--- src/rtl/vpg_mode_sel.sv ---
// vpg_mode_sel: picks the video pattern generator mode from two debounced
// keys (next/prev) or a direct forced load, and stretches the change strobe
// so the downstream PLL reconfiguration sees a multi-cycle request.
module vpg_mode_sel #(
  parameter int CLK_DIV        = 8192,
  parameter int DEBOUNCE_TICKS = 4,
  parameter int NUM_MODES      = 10,
  parameter int MODE_W         = 4,
  parameter int RESET_MODE     = 0,
  parameter int CHANGE_HOLD    = 16
) (
  input  logic              clk,
  input  logic              reset_n,
  input  logic              btn_next_n,
  input  logic              btn_prev_n,
  input  logic              mode_force_valid,
  input  logic [MODE_W-1:0] mode_force,
  output logic [MODE_W-1:0] vpg_mode,
  output logic              vpg_mode_change,
  output logic              tick_en
);

  localparam int PW = (CLK_DIV > 1) ? $clog2(CLK_DIV) : 1;
  localparam int DW = $clog2(DEBOUNCE_TICKS + 1);
  localparam int HW = $clog2(CHANGE_HOLD + 1);

  localparam logic [PW-1:0]     PRESC_LAST = PW'(CLK_DIV - 1);
  localparam logic [DW-1:0]     DB_LAST    = DW'(DEBOUNCE_TICKS - 1);
  localparam logic [HW-1:0]     HOLD_LOAD  = HW'(CHANGE_HOLD);
  localparam logic [MODE_W-1:0] MODE_LAST  = MODE_W'(NUM_MODES - 1);
  localparam logic [MODE_W-1:0] MODE_RST   = MODE_W'(RESET_MODE);

  // Bit 0 is the next key, bit 1 the prev key throughout.
  logic [1:0]        key_raw;
  logic [PW-1:0]     presc_q, presc_d;
  logic              tick_q, tick_d;
  logic [1:0]        sync1_q, sync2_q;
  logic [1:0]        db_q, db_d;
  logic [1:0]        press_q, press_d;
  logic [DW-1:0]     cnt_q [2];
  logic [DW-1:0]     cnt_d [2];
  logic [MODE_W-1:0] mode_q, mode_d;
  logic [HW-1:0]     hold_q, hold_d;
  logic              force_ok;
  logic              upd;

  assign key_raw = {btn_prev_n, btn_next_n};

  // Prescaler wraps at CLK_DIV-1; tick is registered so it lands one cycle later.
  always_comb begin
    tick_d  = (presc_q == PRESC_LAST);
    presc_d = tick_d ? '0 : presc_q + PW'(1);
  end

  // Prescaler and tick registers.
  always_ff @(posedge clk or negedge reset_n) begin
    if (!reset_n) begin
      presc_q <= '0;
      tick_q  <= 1'b0;
    end else begin
      presc_q <= presc_d;
      tick_q  <= tick_d;
    end
  end

  // Debounce per key on tick cycles; a flip towards 0 is the press event.
  always_comb begin
    db_d    = db_q;
    press_d = '0;
    for (int k = 0; k < 2; k++) begin
      cnt_d[k] = cnt_q[k];
      if (tick_q) begin
        if (sync2_q[k] != db_q[k]) begin
          if (cnt_q[k] == DB_LAST) begin
            db_d[k]    = sync2_q[k];
            cnt_d[k]   = '0;
            press_d[k] = ~sync2_q[k];
          end else begin
            cnt_d[k] = cnt_q[k] + DW'(1);
          end
        end else begin
          cnt_d[k] = '0;
        end
      end
    end
  end

  // Two-flop synchronisers, debounced levels, counters and press events.
  always_ff @(posedge clk or negedge reset_n) begin
    if (!reset_n) begin
      sync1_q  <= 2'b11;
      sync2_q  <= 2'b11;
      db_q     <= 2'b11;
      press_q  <= 2'b00;
      cnt_q[0] <= '0;
      cnt_q[1] <= '0;
    end else begin
      sync1_q  <= key_raw;
      sync2_q  <= sync1_q;
      db_q     <= db_d;
      press_q  <= press_d;
      cnt_q[0] <= cnt_d[0];
      cnt_q[1] <= cnt_d[1];
    end
  end

  // Mode selection: an in-range force wins and swallows key events; clashing
  // next/prev events cancel; wraps use NUM_MODES-1, not the index width.
  always_comb begin
    mode_d   = mode_q;
    upd      = 1'b0;
    hold_d   = hold_q;
    force_ok = mode_force_valid && (mode_force <= MODE_LAST);
    if (force_ok) begin
      if (mode_force != mode_q) begin
        mode_d = mode_force;
        upd    = 1'b1;
      end
    end else if (press_q[0] && !press_q[1]) begin
      mode_d = (mode_q == MODE_LAST) ? '0 : mode_q + MODE_W'(1);
      upd    = 1'b1;
    end else if (press_q[1] && !press_q[0]) begin
      mode_d = (mode_q == '0) ? MODE_LAST : mode_q - MODE_W'(1);
      upd    = 1'b1;
    end
    if (upd) begin
      hold_d = HOLD_LOAD;
    end else if (hold_q != '0) begin
      hold_d = hold_q - HW'(1);
    end
  end

  // Mode register and change-strobe down-counter.
  always_ff @(posedge clk or negedge reset_n) begin
    if (!reset_n) begin
      mode_q <= MODE_RST;
      hold_q <= '0;
    end else begin
      mode_q <= mode_d;
      hold_q <= hold_d;
    end
  end

  assign vpg_mode        = mode_q;
  assign vpg_mode_change = (hold_q != '0);
  assign tick_en         = tick_q;

endmodule

--- config.mk ---
export PLATFORM = sky130hd
export DESIGN_NAME = vpg_mode_sel
export DESIGN_NICKNAME = d
export VERILOG_FILES = /design/src/rtl/vpg_mode_sel.sv
export SDC_FILE = /design/constraint.sdc
export NUM_CORES = 1
export LEC_CHECK = 0
export BUFFER_PORTS_ARGS = -buffer_cell sky130_fd_sc_hd__clkbuf_2
export CORE_ASPECT_RATIO = 0.5
export CORE_MARGIN = 2
export CORE_UTILIZATION = 38
export DETAILED_ROUTE_END_ITERATION = 10
export HOLD_SLACK_MARGIN = 0.08
export PLACE_DENSITY_LB_ADDON = 0.05
export SYNTH_ARGS = -nofsm -noshare
export SYNTH_HDL_FRONTEND = slang
export SYNTH_SLANG_ARGS = --single-unit
--- constraint.sdc ---
create_clock -name clk -period 1.5 [get_ports clk]
set_clock_uncertainty 0.05 [all_clocks]
set_input_delay 0.15 -clock clk [delete_from_list [all_inputs] [get_ports clk]]
set_output_delay 0.15 -clock clk [all_outputs]
set_load 0.02 [all_outputs]
==> results_tabular.tex, run 1 <==
\begin{tabular}{lr}
\hline
Metric & Value \\
\hline
\multicolumn{2}{l}{\textbf{Run status}} \\
\quad Status & finished, violations left \\
\quad Failing checks & setup timing \\
\multicolumn{2}{l}{\textbf{Yosys}} \\
\quad Most area-consuming cells after synthesis & dfrtp\_1, dfstp\_2, xnor2\_1, ha\_1, nor2\_1 \\
\quad Yosys warning total & 0 \\
\quad Number of cells produced by synthesis & 182 \\
\quad Top-area cell type share of the netlist area & 40.84\% \\
\quad Fraction of synthesis flops using an asynchronous set or reset pin & 100.0\% \\
\quad Syn nets & 197 \\
\quad Synth Flop Type & dfrtp\_1 \\
\quad Post-synth top area cell & dfrtp\_1 \\
\quad Synthesized area per cell & 10.44 um\^{}2 \\
\quad Post-synthesis cell type count & 50 \\
\quad Sequential share of the synthesized area & 49.14\% \\
\quad Number of flops mapped to enable cells by yosys & 0 \\
\quad Synth Cell Area & 1899 um\^{}2 \\
\quad Synthesized flop and latch total & 37 \\
\multicolumn{2}{l}{\textbf{Pwr}} \\
\quad Worst vdd ir & 0.6121 mV \\
\quad Power density over cell area & 1347 nW/um\^{}2 \\
\quad Total power consumption of the routed design & 3.473 mW \\
\quad Leakage dissipation & 1.133 nW \\
\multicolumn{2}{l}{\textbf{Clock network}} \\
\quad Clock sink count & 37 \\
\quad Level count of the clock H-tree & 2 \\
\quad Clock Path Buffers & 2 \\
\quad Clock slew at reported path FFs & 0.07 ns \\
\quad Clock tree from TritonCTS & built \\
\quad Clock root buffer master & clkbuf\_8 \\
\quad Clock latency on the worst-skew pair & 0.28 ns \\
\quad TritonCTS buffer count & 5 \\
\multicolumn{2}{l}{\textbf{Global routing}} \\
\quad First-pass GRT wire length & about 6200 um \\
\quad Largest net degree at the start of global routing & 23 \\
\quad Global-route congestion overflow total & 0 \\
\quad Number of antenna violations at the first check in global routing & 0 \\
\quad Via count of the first global-routing pass & 1357 \\
\quad Global routing usage summed across all routing layers & 14.42\% \\
\multicolumn{2}{l}{\textbf{Worst setup path}} \\
\quad Slowest cell on crit path & dfrtp\_1 \\
\quad Element type at the critical path start & flip-flop \\
\quad Req. time, crit path & 1.63 ns \\
\quad Peak fanout along the critical path & 5 \\
\quad Arrival time reported for the critical path endpoint & 1.66 ns \\
\quad Delay of the slowest critical-path stage & 0.42 ns \\
\quad Crit-path most repeated cell & buf\_6 \\
\quad Critical path capture point type & flip-flop \\
\quad Cell chain of the critical path & buf\_6 > xor2\_4 > nor4\_4 > buf\_6 > mux2i\_4 > a21o\_2 \\
\quad Critical path class & reg -> reg \\
\multicolumn{2}{l}{\textbf{Cells and area}} \\
\quad Diodes inserted & 0 \\
\quad Most frequent standard cell in the layout excluding fill and tap cells & dfrtp\_1 \\
\quad Area growth, synth to finish & 35.70\% \\
\quad Net count reported at finish & roughly 240 \\
\quad Fill cell count & 455 \\
\quad Total non-filler cell area in the finished layout & 2577 um\^{}2 \\
\quad Highest-count cells in the layout ignoring fill and taps & dfrtp\_1, buf\_4, nor2\_1 \\
\quad Share of layout cells above drive strength 1 & 40.61\% \\
\quad Number of cells in the finished layout apart from fillers & roughly 300 \\
\multicolumn{2}{l}{\textbf{Timing}} \\
\quad Remaining max-slew budget at the tightest pin & approximately three fifths \\
\quad Total count of max-transition violations in the final report & 0 \\
\quad Number of failing setup endpoints in the final timing report & 4 \\
\quad Measured slew at the worst slew-check pin & 0.6267 ns \\
\quad Smallest setup slack after layout & -0.03284 ns \\
\quad Max frequency & 0.6524 GHz \\
\quad Number of hold-slack violations in the final timing report & 0 \\
\quad Crit share post-route & 102.2\% \\
\quad Min Tclk post-route & 1.533 ns \\
\quad Setup Total Neg Slack & -0.09264 ns \\
\quad Setup repair after global routing missed its margin & true \\
\multicolumn{2}{l}{\textbf{Min path}} \\
\quad Hold WC Path Type & in -> reg \\
\multicolumn{2}{l}{\textbf{Detailed routing}} \\
\quad Post-route antenna net violation count & 0 \\
\quad Count of unresolved DRC violations after routing & 0 \\
\quad Total via count in the routed design & about 1400 \\
\quad Wirelength, routed & 3765 um \\
\quad Pre-Repair DR Iteration Count & 2 \\
\quad Via/cell ratio & 4.759 \\
\quad DRC violation total after the first TritonRoute iteration & 27 \\
\quad Detailed-route wire length per cell & $\sim$13 um \\
\multicolumn{2}{l}{\textbf{Placement}} \\
\quad Number of input and output port buffers inserted & 14 \\
\quad Worst setup timing slack at the placement stage & -0.1243 ns \\
\quad Placed cells & 277 \\
\quad Standard cell area after detailed placement & $\sim$2200 um\^{}2 \\
\quad Final Wtd Congestion & 0.7917 \\
\quad Detailed-placement wirelength estimate & 2541 um \\
\multicolumn{2}{l}{\textbf{Die}} \\
\quad Die span in x & 104.0 um \\
\quad Die H & 53.99 um \\
\quad Initial Utilization & around 39\% \\
\quad Top-level port count & 15 \\
\quad DIE AREA & 5614 um\^{}2 \\
\quad Core ar. & approximately 4900 um\^{}2 \\
\quad Number of standard-cell rows in the floorplan & 18 \\
\multicolumn{2}{l}{\textbf{Job}} \\
\quad Max Cap Viol & 0 \\
\hline
\end{tabular}
critical path: cells and delay by family (launching register included):
| family | cells | cell delay (ns) |
|---|---|---|
| XOR/XNOR | 1 | 0.18 |
| buffers and inverters | 2 | 0.32 |
| AO/OA/AOI/OAI | 1 | 0.22 |
| flip-flops | 1 | 0.42 |
| AND/OR/NAND/NOR | 1 | 0.15 |
| multiplexers | 1 | 0.10 |
final cells by class:
type	count	area, um^2	share of cell area, %
Timing Repair Buffer	46	355.3	13.79
Multi-Input combinational cell	121	1023	39.71
Sequential cell	37	935.9	36.31
Tap cell	70	87.58	3.398
Clock buffer	6	72.57	2.816
Clock inverter	2	38.79	1.505
Inverter	17	63.81	2.476
flip-flops by register name, summed over array words and instances, names as in the netlist:
register  count
tick_en       1
press_q       2
cnt_q         6
sync1_q       2
hold_q        5
db_q          2
vpg_mode      4
presc_q      13
sync2_q       2
report_power, final:
part	leakage (nW)	switching, mW	internal [mW]
clock network	0.0554	0.363	0.499
logic	0.616	0.659	0.697
registers	0.461	0.135	1.12
total	1.13	1.16	2.32
repair_timing:
action / 4_1_cts / 5_1_grt
pin swaps: 6 / 11
buffers inserted: 6 / 5
hold endpoints to repair: 16 / 0
gates resized for setup: 15 / 25
hold buffers: 3 / 0
setup endpoints to repair: 5 / 16
Yosys cell counts (2+ instances only):
| master | instances |
|---|---|
| dfrtp_1 | 31 |
| nor2_1 | 20 |
| inv_1 | 17 |
| xnor2_1 | 12 |
| nand2_1 | 8 |
| xor2_1 | 7 |
| dfstp_2 | 6 |
| ha_1 | 6 |
| nand3_1 | 6 |
| a21oi_1 | 5 |
| nand2b_1 | 4 |
| o21ai_0 | 4 |
| mux2i_1 | 3 |
| nand3b_1 | 3 |
| nor3_1 | 3 |
| o22ai_1 | 3 |
| and2_1 | 2 |
| buf_2 | 2 |
| buf_6 | 2 |
| clkbuf_1 | 2 |
| mux2_2 | 2 |
| nand4_1 | 2 |
| nand4b_1 | 2 |
| nor3_2 | 2 |
| nor3b_1 | 2 |
| nor4_1 | 2 |
cells by family (layout without fill, tap and decap cells):
logic type / after synthesis / count (layout) / share of synthesized area, %
muxes: 6 / 6 / 3.491
DFF: 37 / 37 / 49.14
buffers and inverters: 24 / 71 / 5.731
AOI/OAI and AO/OA: 26 / 26 / 9.685
xor gates and xnor gates: 19 / 19 / 8.762
and+or+nand+nor: 64 / 64 / 19.24
adders and majority gates: 6 / 6 / 3.952
stage by stage:
| step | hold slack (ns) | utilization [%] |
|---|---|---|
| 6_report | 0.09970 | 52.98 |
| 5_1_grt | 0.09573 | 52.98 |
| 4_1_cts | 0.09437 | 49.74 |
| 3_5_place_dp | 0.06639 | 44.60 |
| 3_3_place_gp | 0.06390 | 44.60 |
| 2_1_floorplan | -0.1956 | - |
routing by layer:
layer / GRT usage [%] / share of wire [%] / vias up
li1: - / - / 711
met1: 18.05 / 49 / 696
met2: 24.67 / 48 / 12
met3: 4.358 / 3.2 / 4
met4: 4.730 / 0.40 / 0
met5: 0 / 0 / -
worst paths after layout:
check,startpoint,endpoint,slack (ns),cells after the start
worst max-delay path,vpg_mode[3]$_DFFE_PN0P_,hold_q[4]$_DFFE_PN0P_,-0.03,6
worst min-delay path,mode_force[0],vpg_mode[0]$_DFFE_PN0P_,0.1,3
worst max register to register,vpg_mode[3]$_DFFE_PN0P_,hold_q[4]$_DFFE_PN0P_,-0.03,6
worst min register to register,sync1_q[0]$_DFF_PN1_,sync2_q[0]$_DFF_PN1_,0.31,0
max in group asynchronous,reset_n,sync2_q[0]$_DFF_PN1_,0.56,3
min in group asynchronous,reset_n,presc_q[4]$_DFF_PN0_,0.28,2
(Power assumes the default switching activity.)
==> run 2: changes to the inputs <==
CORE_ASPECT_RATIO = 0.75   (was 0.5)
clock period = 1.4 ns   (was 1.5 ns; I/O delays follow)
==> run 2 against run 1 <==
  * The flow still finishes with violations (setup timing)
  * Critical path type unchanged
  * Worst hold slack got worse by 0.0050 ns
  * Highest routed layer unchanged
  * Register-to-register slack got worse by 0.16 ns
  * First-iteration DRC count increased by 52%
  * Die area decreased by 0.50%
  * Clock power increased by 11%
  * Fmax decreased by 3.7%
  * Sequential share of layout area decreased by 1.5 points
==> results_tabular.tex, run 2 (synthesis gave the netlist of run 1 again) <==
\begin{tabular}{lr}
\hline
Metric & Value \\
\hline
\multicolumn{2}{l}{\textbf{Timing}} \\
\quad Max frequency & 0.6283 GHz (-3.7\%) \\
\quad Post-route worst hold slack & 0.09472 ns (-0.004983 ns) \\
\quad Setup repair after global routing missed its margin & true \\
\quad Number of failing setup endpoints in the final timing report & 16 (+12) \\
\quad Remaining max-slew budget at the tightest pin & 68.73\% (+11 points) \\
\quad Smallest setup slack after layout & -0.1917 ns (-0.1589 ns) \\
\quad Number of hold-slack violations in the final timing report & 0 (unchanged) \\
\quad Min Tclk post-route & 1.592 ns (+0.05886 ns) \\
\quad Setup Total Neg Slack & -1.045 ns (-0.9523 ns) \\
\quad Crit share post-route & 113.7\% (+12 points) \\
\quad Measured slew at the worst slew-check pin & 0.4691 ns (-0.1576 ns) \\
\quad Total count of max-transition violations in the final report & 0 (unchanged) \\
\multicolumn{2}{l}{\textbf{Min path}} \\
\quad Hold WC Path Type & in -> reg \\
\quad Number of instances on the worst hold path & 3 (unchanged) \\
\quad Start point of the worst min-delay path & mode\_force[0] \\
\quad Worst-case hold path end point & vpg\_mode[0]\$\_DFFE\_PN0P\_ \\
\multicolumn{2}{l}{\textbf{Cells and area}} \\
\quad Area growth, synth to finish & 41.83\% \\
\quad Share of layout cells above drive strength 1 & 47.72\% (+7.1 points) \\
\quad Diodes inserted & 0 (unchanged) \\
\quad Top flop regs & presc\_q: 13 flops, cnt\_q: 6 flops, hold\_q: 5 flops \\
\quad Most frequent standard cell in the layout excluding fill and tap cells & buf\_4 \\
\quad Top register by number of flip-flops & presc\_q \\
\quad Fill cell count & 426 (-6.4\%) \\
\quad Net count reported at finish & 255 (+4.9\%) \\
\quad Highest-count cells in the layout ignoring fill and taps & buf\_4, dfrtp\_1, inv\_1 \\
\quad Largest register FFs & 13 (unchanged) \\
\multicolumn{2}{l}{\textbf{Pwr}} \\
\quad Worst vdd ir & 0.8344 mV (+36\%) \\
\quad Leakage dissipation & 1.201 nW (+6.1\%) \\
\quad Power density over cell area & 1391 nW/um\^{}2 (+3.2\%) \\
\multicolumn{2}{l}{\textbf{Worst setup path}} \\
\quad Critical path class & reg -> reg \\
\quad Element type at the critical path start & flip-flop \\
\quad Arrival time reported for the critical path endpoint & 1.75 ns (+0.09 ns) \\
\quad Number of cells on the worst reg-to-reg path & 6 (unchanged) \\
\quad Endpoint of the lowest-slack register-to-register path & vpg\_mode[2]\$\_DFFE\_PN0P\_ \\
\quad Peak fanout along the critical path & 5 (unchanged) \\
\quad Crit. Startpoint & vpg\_mode[2]\$\_DFFE\_PN0P\_ \\
\quad Critical path capture point type & flip-flop \\
\quad Register-to-register path setup slack & -0.19 ns (-0.16 ns) \\
\quad Req. time, crit path & 1.56 ns (-0.07 ns) \\
\quad Reg-to-reg critical path startpoint & vpg\_mode[2]\$\_DFFE\_PN0P\_ \\
\multicolumn{2}{l}{\textbf{Detailed routing}} \\
\quad Detailed-route wire length per cell & 12.99 um (+3.2\%) \\
\quad Pre-Repair DR Iteration Count & 4 (+2) \\
\quad Post-route antenna net violation count & 0 (unchanged) \\
\quad DRC violation total after the first TritonRoute iteration & 41 (+52\%) \\
\quad Wirelength, routed & 3911 um (+3.9\%) \\
\quad Count of unresolved DRC violations after routing & 0 (unchanged) \\
\quad Via/cell ratio & 4.837 (+1.6\%) \\
\quad Total via count in the routed design & 1456 (+2.3\%) \\
\multicolumn{2}{l}{\textbf{Global routing}} \\
\quad First-pass GRT wire length & 6672 um (+8.2\%) \\
\quad Global-route congestion overflow total & 0 (unchanged) \\
\quad Via count of the first global-routing pass & 1480 (+9.1\%) \\
\quad Global routing usage summed across all routing layers & 15.45\% (+1.0 points) \\
\quad Number of antenna violations at the first check in global routing & 0 (unchanged) \\
\quad Largest net degree at the start of global routing & 38 (+65\%) \\
\multicolumn{2}{l}{\textbf{Clock network}} \\
\quad Clock slew at reported path FFs & 0.07 ns (about the same) \\
\quad Clock latency on the worst-skew pair & 0.29 ns (about the same) \\
\quad Clock tree from TritonCTS & built \\
\quad Clock sink count & 37 (unchanged) \\
\quad Clock Path Buffers & 2 (unchanged) \\
\quad TritonCTS buffer count & 5 (unchanged) \\
\quad Clock root buffer master & clkbuf\_8 \\
\quad Level count of the clock H-tree & 2 (unchanged) \\
\multicolumn{2}{l}{\textbf{Placement}} \\
\quad Number of input and output port buffers inserted & 14 (unchanged) \\
\quad Detailed-placement wirelength estimate & 2626 um (+3.3\%) \\
\quad Worst setup timing slack at the placement stage & -0.2663 ns (-0.1421 ns) \\
\quad Final Wtd Congestion & 0.8096 (+2.3\%) \\
\multicolumn{2}{l}{\textbf{Die}} \\
\quad Top-level port count & 15 (unchanged) \\
\quad Core ar. & 4845 um\^{}2 (-0.41\%) \\
\quad Number of standard-cell rows in the floorplan & 22 (+4) \\
\quad Die H & 65.23 um (+21\%) \\
\quad Initial Utilization & 39.20\% (+0.16 points) \\
\quad Die span in x & 85.64 um (-18\%) \\
\quad DIE AREA & 5586 um\^{}2 (-0.50\%) \\
\multicolumn{2}{l}{\textbf{Run status}} \\
\quad Failing checks & setup timing \\
\quad Status & finished, violations left \\
\multicolumn{2}{l}{\textbf{Job}} \\
\quad Max Cap Viol & 0 (unchanged) \\
\hline
\end{tabular}
run 2: power breakdown:
group	switching (mW)	total (mW)	internal [mW]
clock	0.381	0.960	0.579
combinational	0.659	1.44	0.785
sequential	0.140	1.34	1.20
run 2: timing repair:
item / in CTS / in global routing
endpoints found under the hold margin: 33 / 0
pin swaps: 14 / 6
endpoints found under the setup margin: 16 / 20
resized for setup: 23 / 31
hold buffers: 3 / 0
buffers inserted: 11 / 6
run 2: routing by layer:
metal	vias to the layer above	share of wire (%)	routed length (um)	track usage [%]
li1	727	-	-	-
met1	693	46	1780	20.03
met2	26	49	1920	24.12
met3	10	3.5	136	4.271
met4	0	1.9	74	7.143
met5	-	0	0	0
run 2: layout make-up:
type                       count  area [um^2]  area share, %
multi-input combinational    121         1042          38.69
clock buffer                   6        82.58          3.065
inverter                      17        63.81          2.369
sequential                    37        938.4          34.84
clock inverter                 2        37.54          1.393
timing repair buffer          58        454.2          16.86
tap                           60        75.07          2.787
run 2: worst max-delay path, cell delays in order, from the launching register on:
cell and delay, ns:
dfrtp_2 0.43, buf_6 0.14, buf_4 0.12, buf_4 0.14, nor4_1 0.36, o41ai_2 0.14
mux2i_1 0.14
run 2: worst max-delay path by stage:
stage | end | slack (ns)
floorplan | vpg_mode[3]$_DFFE_PN0P_ | -0.16
global placement | vpg_mode[2]$_DFFE_PN0P_ | -0.20
detailed placement | vpg_mode[2]$_DFFE_PN0P_ | -0.27
CTS | vpg_mode[2]$_DFFE_PN0P_ | -0.16
global route | vpg_mode[2]$_DFFE_PN0P_ | -0.25
finish | vpg_mode[2]$_DFFE_PN0P_ | -0.19
run 2: metrics by stage:
step,area [um^2],cells,power [mW],util (%)
after global placement,2220,274,2.371,45.82
after CTS,2561,296,3.663,52.87
final,2694,301,3.746,55.60
after global routing,2694,301,3.990,55.60
after floorplan,1934,182,2.068,-
after detailed placement,2220,274,2.398,45.82
==> run 3: changes to the inputs <==
CELL_PAD_IN_SITES_DETAIL_PLACEMENT = 0   (was default)
CELL_PAD_IN_SITES_GLOBAL_PLACEMENT = 2   (was default)
clock period = 2 ns   (was 1.4 ns; I/O delays follow)
==> run 3 against run 2 <==
  * The flow now finishes without violations
  * Via count fell by 8.4%
  * Core utilization decreased by 11 points
  * Count of clock-buffer cells in the layout up 1
  * Combinational power down 58%
  * Wire length down 13%
  * Register-to-register slack improved by 0.43 ns
  * Worst hold slack improved by 0.066 ns
  * Die area is the same
  * Non-clock buffer count fell by 38
  * Critical endpoint is now vpg_mode_change
  * Highest routed layer unchanged
==> results_tabular.tex, run 3 (synthesis gave the netlist of run 1 again) <==
\begin{tabular}{lr}
\hline
Metric & Value \\
\hline
\multicolumn{2}{l}{\textbf{Global routing}} \\
\quad Via count of the first global-routing pass & 1297 (-12\%) \\
\quad Met3 global-route usage & 4.271\% (unchanged) \\
\quad Largest net degree at the start of global routing & 38 (unchanged) \\
\quad Global routing usage summed across all routing layers & 13.61\% (-1.8 points) \\
\quad Number of antenna violations at the first check in global routing & 0 (unchanged) \\
\quad First-pass GRT wire length & 5899 um (-12\%) \\
\quad Met1 Resource Use GR & 18.45\% (-1.6 points) \\
\quad Highest-utilization routing layer at the global route stage & met2 \\
\quad Global-route congestion overflow total & 0 (unchanged) \\
\quad Grt met2 use & 20.61\% (-3.5 points) \\
\multicolumn{2}{l}{\textbf{Detailed routing}} \\
\quad Total via count in the routed design & 1333 (-8.4\%) \\
\quad Via/cell ratio & 5.068 (+4.8\%) \\
\quad Detailed-route wire length per cell & 12.94 um (-0.39\%) \\
\quad Post-route antenna net violation count & 0 (unchanged) \\
\quad Count of unresolved DRC violations after routing & 0 (unchanged) \\
\quad Wirelength, routed & 3404 um (-13\%) \\
\quad DRC violation total after the first TritonRoute iteration & 62 (+51\%) \\
\quad Pre-Repair DR Iteration Count & 4 (unchanged) \\
\multicolumn{2}{l}{\textbf{Worst setup path}} \\
\quad Reg-to-reg critical path startpoint & presc\_q[0]\$\_DFF\_PN0\_ \\
\quad Peak fanout along the critical path & 4 (-1) \\
\quad Register-to-register path setup slack & 0.24 ns (+0.43 ns) \\
\quad Endpoint of the lowest-slack register-to-register path & presc\_q[11]\$\_DFF\_PN0\_ \\
\quad End point of the critical path & vpg\_mode\_change \\
\quad Element type at the critical path start & flip-flop \\
\quad Arrival time reported for the critical path endpoint & 1.57 ns (-0.18 ns) \\
\quad Critical path capture point type & primary output \\
\quad Crit. Startpoint & hold\_q[0]\$\_DFFE\_PN0P\_ \\
\quad Critical path class & reg -> out \\
\quad Number of cells on the worst reg-to-reg path & 5 (-1) \\
\quad Req. time, crit path & 1.75 ns (+0.19 ns) \\
\multicolumn{2}{l}{\textbf{Pwr}} \\
\quad Power density over cell area & 1025 nW/um\^{}2 (-26\%) \\
\quad Worst vdd ir & 0.5528 mV (-34\%) \\
\quad Leakage dissipation & 0.9653 nW (-20\%) \\
\multicolumn{2}{l}{\textbf{Min path}} \\
\quad Hold WC Path Type & in -> reg \\
\quad Start point of the worst min-delay path & mode\_force[0] \\
\multicolumn{2}{l}{\textbf{Cells and area}} \\
\quad Largest register FFs & 13 (unchanged) \\
\quad Diodes inserted & 0 (unchanged) \\
\quad Fill cell count & 455 (+6.8\%) \\
\quad Top flop regs & presc\_q: 13 flops, cnt\_q: 6 flops, hold\_q: 5 flops \\
\quad Most frequent standard cell in the layout excluding fill and tap cells & dfrtp\_1 \\
\quad Area growth, synth to finish & 14.16\% \\
\quad Top register by number of flip-flops & presc\_q \\
\quad Area of the multi-input gates & 857.1 um\^{}2 (-18\%) \\
\quad Area used by sequential logic in the layout & 933.4 um\^{}2 (-0.53\%) \\
\quad Net count reported at finish & 217 (-15\%) \\
\quad Highest-count cells in the layout ignoring fill and taps & dfrtp\_1, nor2\_1, inv\_1 \\
\quad Number of cells in the finished layout apart from fillers & 263 (-13\%) \\
\quad Share of layout cells above drive strength 1 & 20.20\% (-28 points) \\
\multicolumn{2}{l}{\textbf{Timing}} \\
\quad Number of hold-slack violations in the final timing report & 0 (unchanged) \\
\quad Max frequency & 0.5485 GHz \\
\quad Smallest setup slack after layout & 0.1767 ns (+0.3684 ns) \\
\quad Crit share post-route & about nine tenths \\
\quad Total count of max-transition violations in the final report & 0 (unchanged) \\
\quad Setup Total Neg Slack & 0 ns (+1.045 ns) \\
\quad Min Tclk post-route & 1.823 ns \\
\quad Number of failing setup endpoints in the final timing report & 0 (-16) \\
\quad Measured slew at the worst slew-check pin & 0.4780 ns (+0.008918 ns) \\
\quad Remaining max-slew budget at the tightest pin & 68.13\% (-0.59 points) \\
\quad Setup repair after global routing missed its margin & false \\
\multicolumn{2}{l}{\textbf{Die}} \\
\quad Core ar. & 4845 um\^{}2 (unchanged) \\
\quad Die H & 65.23 um (unchanged) \\
\quad Number of standard-cell rows in the floorplan & 22 (unchanged) \\
\quad Initial Utilization & 39.20\% (unchanged) \\
\quad Top-level port count & 15 (unchanged) \\
\quad DIE AREA & 5586 um\^{}2 (unchanged) \\
\quad Die span in x & 85.64 um (unchanged) \\
\multicolumn{2}{l}{\textbf{Clock network}} \\
\quad Clock latency on the worst-skew pair & 0.29 ns (about the same) \\
\quad Clock root buffer master & clkbuf\_8 \\
\quad Level count of the clock H-tree & 2 (unchanged) \\
\quad TritonCTS buffer count & 5 (unchanged) \\
\quad Clock slew at reported path FFs & 0.07 ns (about the same) \\
\quad Clock Path Buffers & 2 (unchanged) \\
\quad Clock sink count & 37 (unchanged) \\
\quad Post-CTS setup buffers & 0 (-11) \\
\quad Clock tree from TritonCTS & built \\
\multicolumn{2}{l}{\textbf{Job}} \\
\quad Max Cap Viol & 0 (unchanged) \\
\multicolumn{2}{l}{\textbf{Run status}} \\
\quad Status & finished, final reports clean \\
\multicolumn{2}{l}{\textbf{Placement}} \\
\quad Final Wtd Congestion & 0.7307 (-9.7\%) \\
\quad Detailed-placement wirelength estimate & 2387 um (-9.1\%) \\
\quad Number of input and output port buffers inserted & 14 (unchanged) \\
\quad Worst setup timing slack at the placement stage & 0.2419 ns (+0.5083 ns) \\
\quad Placed cells & 252 (-8.0\%) \\
\hline
\end{tabular}
==> run 3: cell types whose count changed in the layout (fill, tap and decap cells not counted), moves of 4 or more <==
cell     delta
buf_4      -30
dfrtp_1     +4
inv_1       +4
nor2_2      -9
buf_6       -9
dfrtp_2     -4
nor2_1     +10
inv_2       -4
==> run 3: critical path, stage by stage, from the launching register on <==
cell and delay, ns:
dfrtp_1 0.40, inv_1 0.09, ha_1 0.21, nor4b_2 0.27
inv_1 0.14, clkbuf_2 0.18
==> run 3: what timing repair did <==
action                                  CTS  global route
hold buffers                              3             0
hold endpoints to repair                 33             0
resized for setup                         0             0
endpoints found under the setup margin    0             0
==> run 3: cell type report <==
class | count | area share, %
sequential | 37 | 43.05
multi-input combinational | 121 | 39.53
timing repair buffer | 20 | 5.655
clock buffer | 7 | 3.982
tap | 60 | 3.462
inverter | 17 | 2.943
clock inverter | 1 | 1.385
==> run 3: worst min-delay path by stage <==
stage,cells past startpoint,slack [ns],to
floorplan,0,-0.15,cnt_q[0]$_DFFE_PN0P_
global placement,2,0.22,vpg_mode[1]$_DFFE_PN0P_
detailed placement,2,0.23,vpg_mode[2]$_DFFE_PN0P_
CTS,3,0.15,vpg_mode[0]$_DFFE_PN0P_
global route,3,0.15,vpg_mode[0]$_DFFE_PN0P_
finish,3,0.16,vpg_mode[0]$_DFFE_PN0P_
==> run 3: per-layer routing <==
layer	wire length [um]	vias up	share of wire, %
met5	0	-	0
met4	48	0	1.4
met3	138	7	4.1
met2	1461	24	43
met1	1756	646	52
li1	-	656	-
==> run 3: power breakdown <==
| part | internal [mW] | leakage (nW) | switching [mW] |
|---|---|---|---|
| logic | 0.275 | 0.444 | 0.324 |
| registers | 0.837 | 0.463 | 0.124 |
| clock network | 0.407 | 0.0585 | 0.258 |
==> run 3: through the flow <==
step,hold WS (ns),utilization (%),power [mW],instance area (um^2)
after floorplan,-0.1456,-,1.420,1899
after global placement,0.2234,41.74,1.561,2022
after detailed placement,0.2311,41.74,1.571,2022
after CTS,0.1499,44.76,2.250,2168
after global routing,0.1544,44.76,2.361,2168
final,0.1608,44.76,2.223,2168
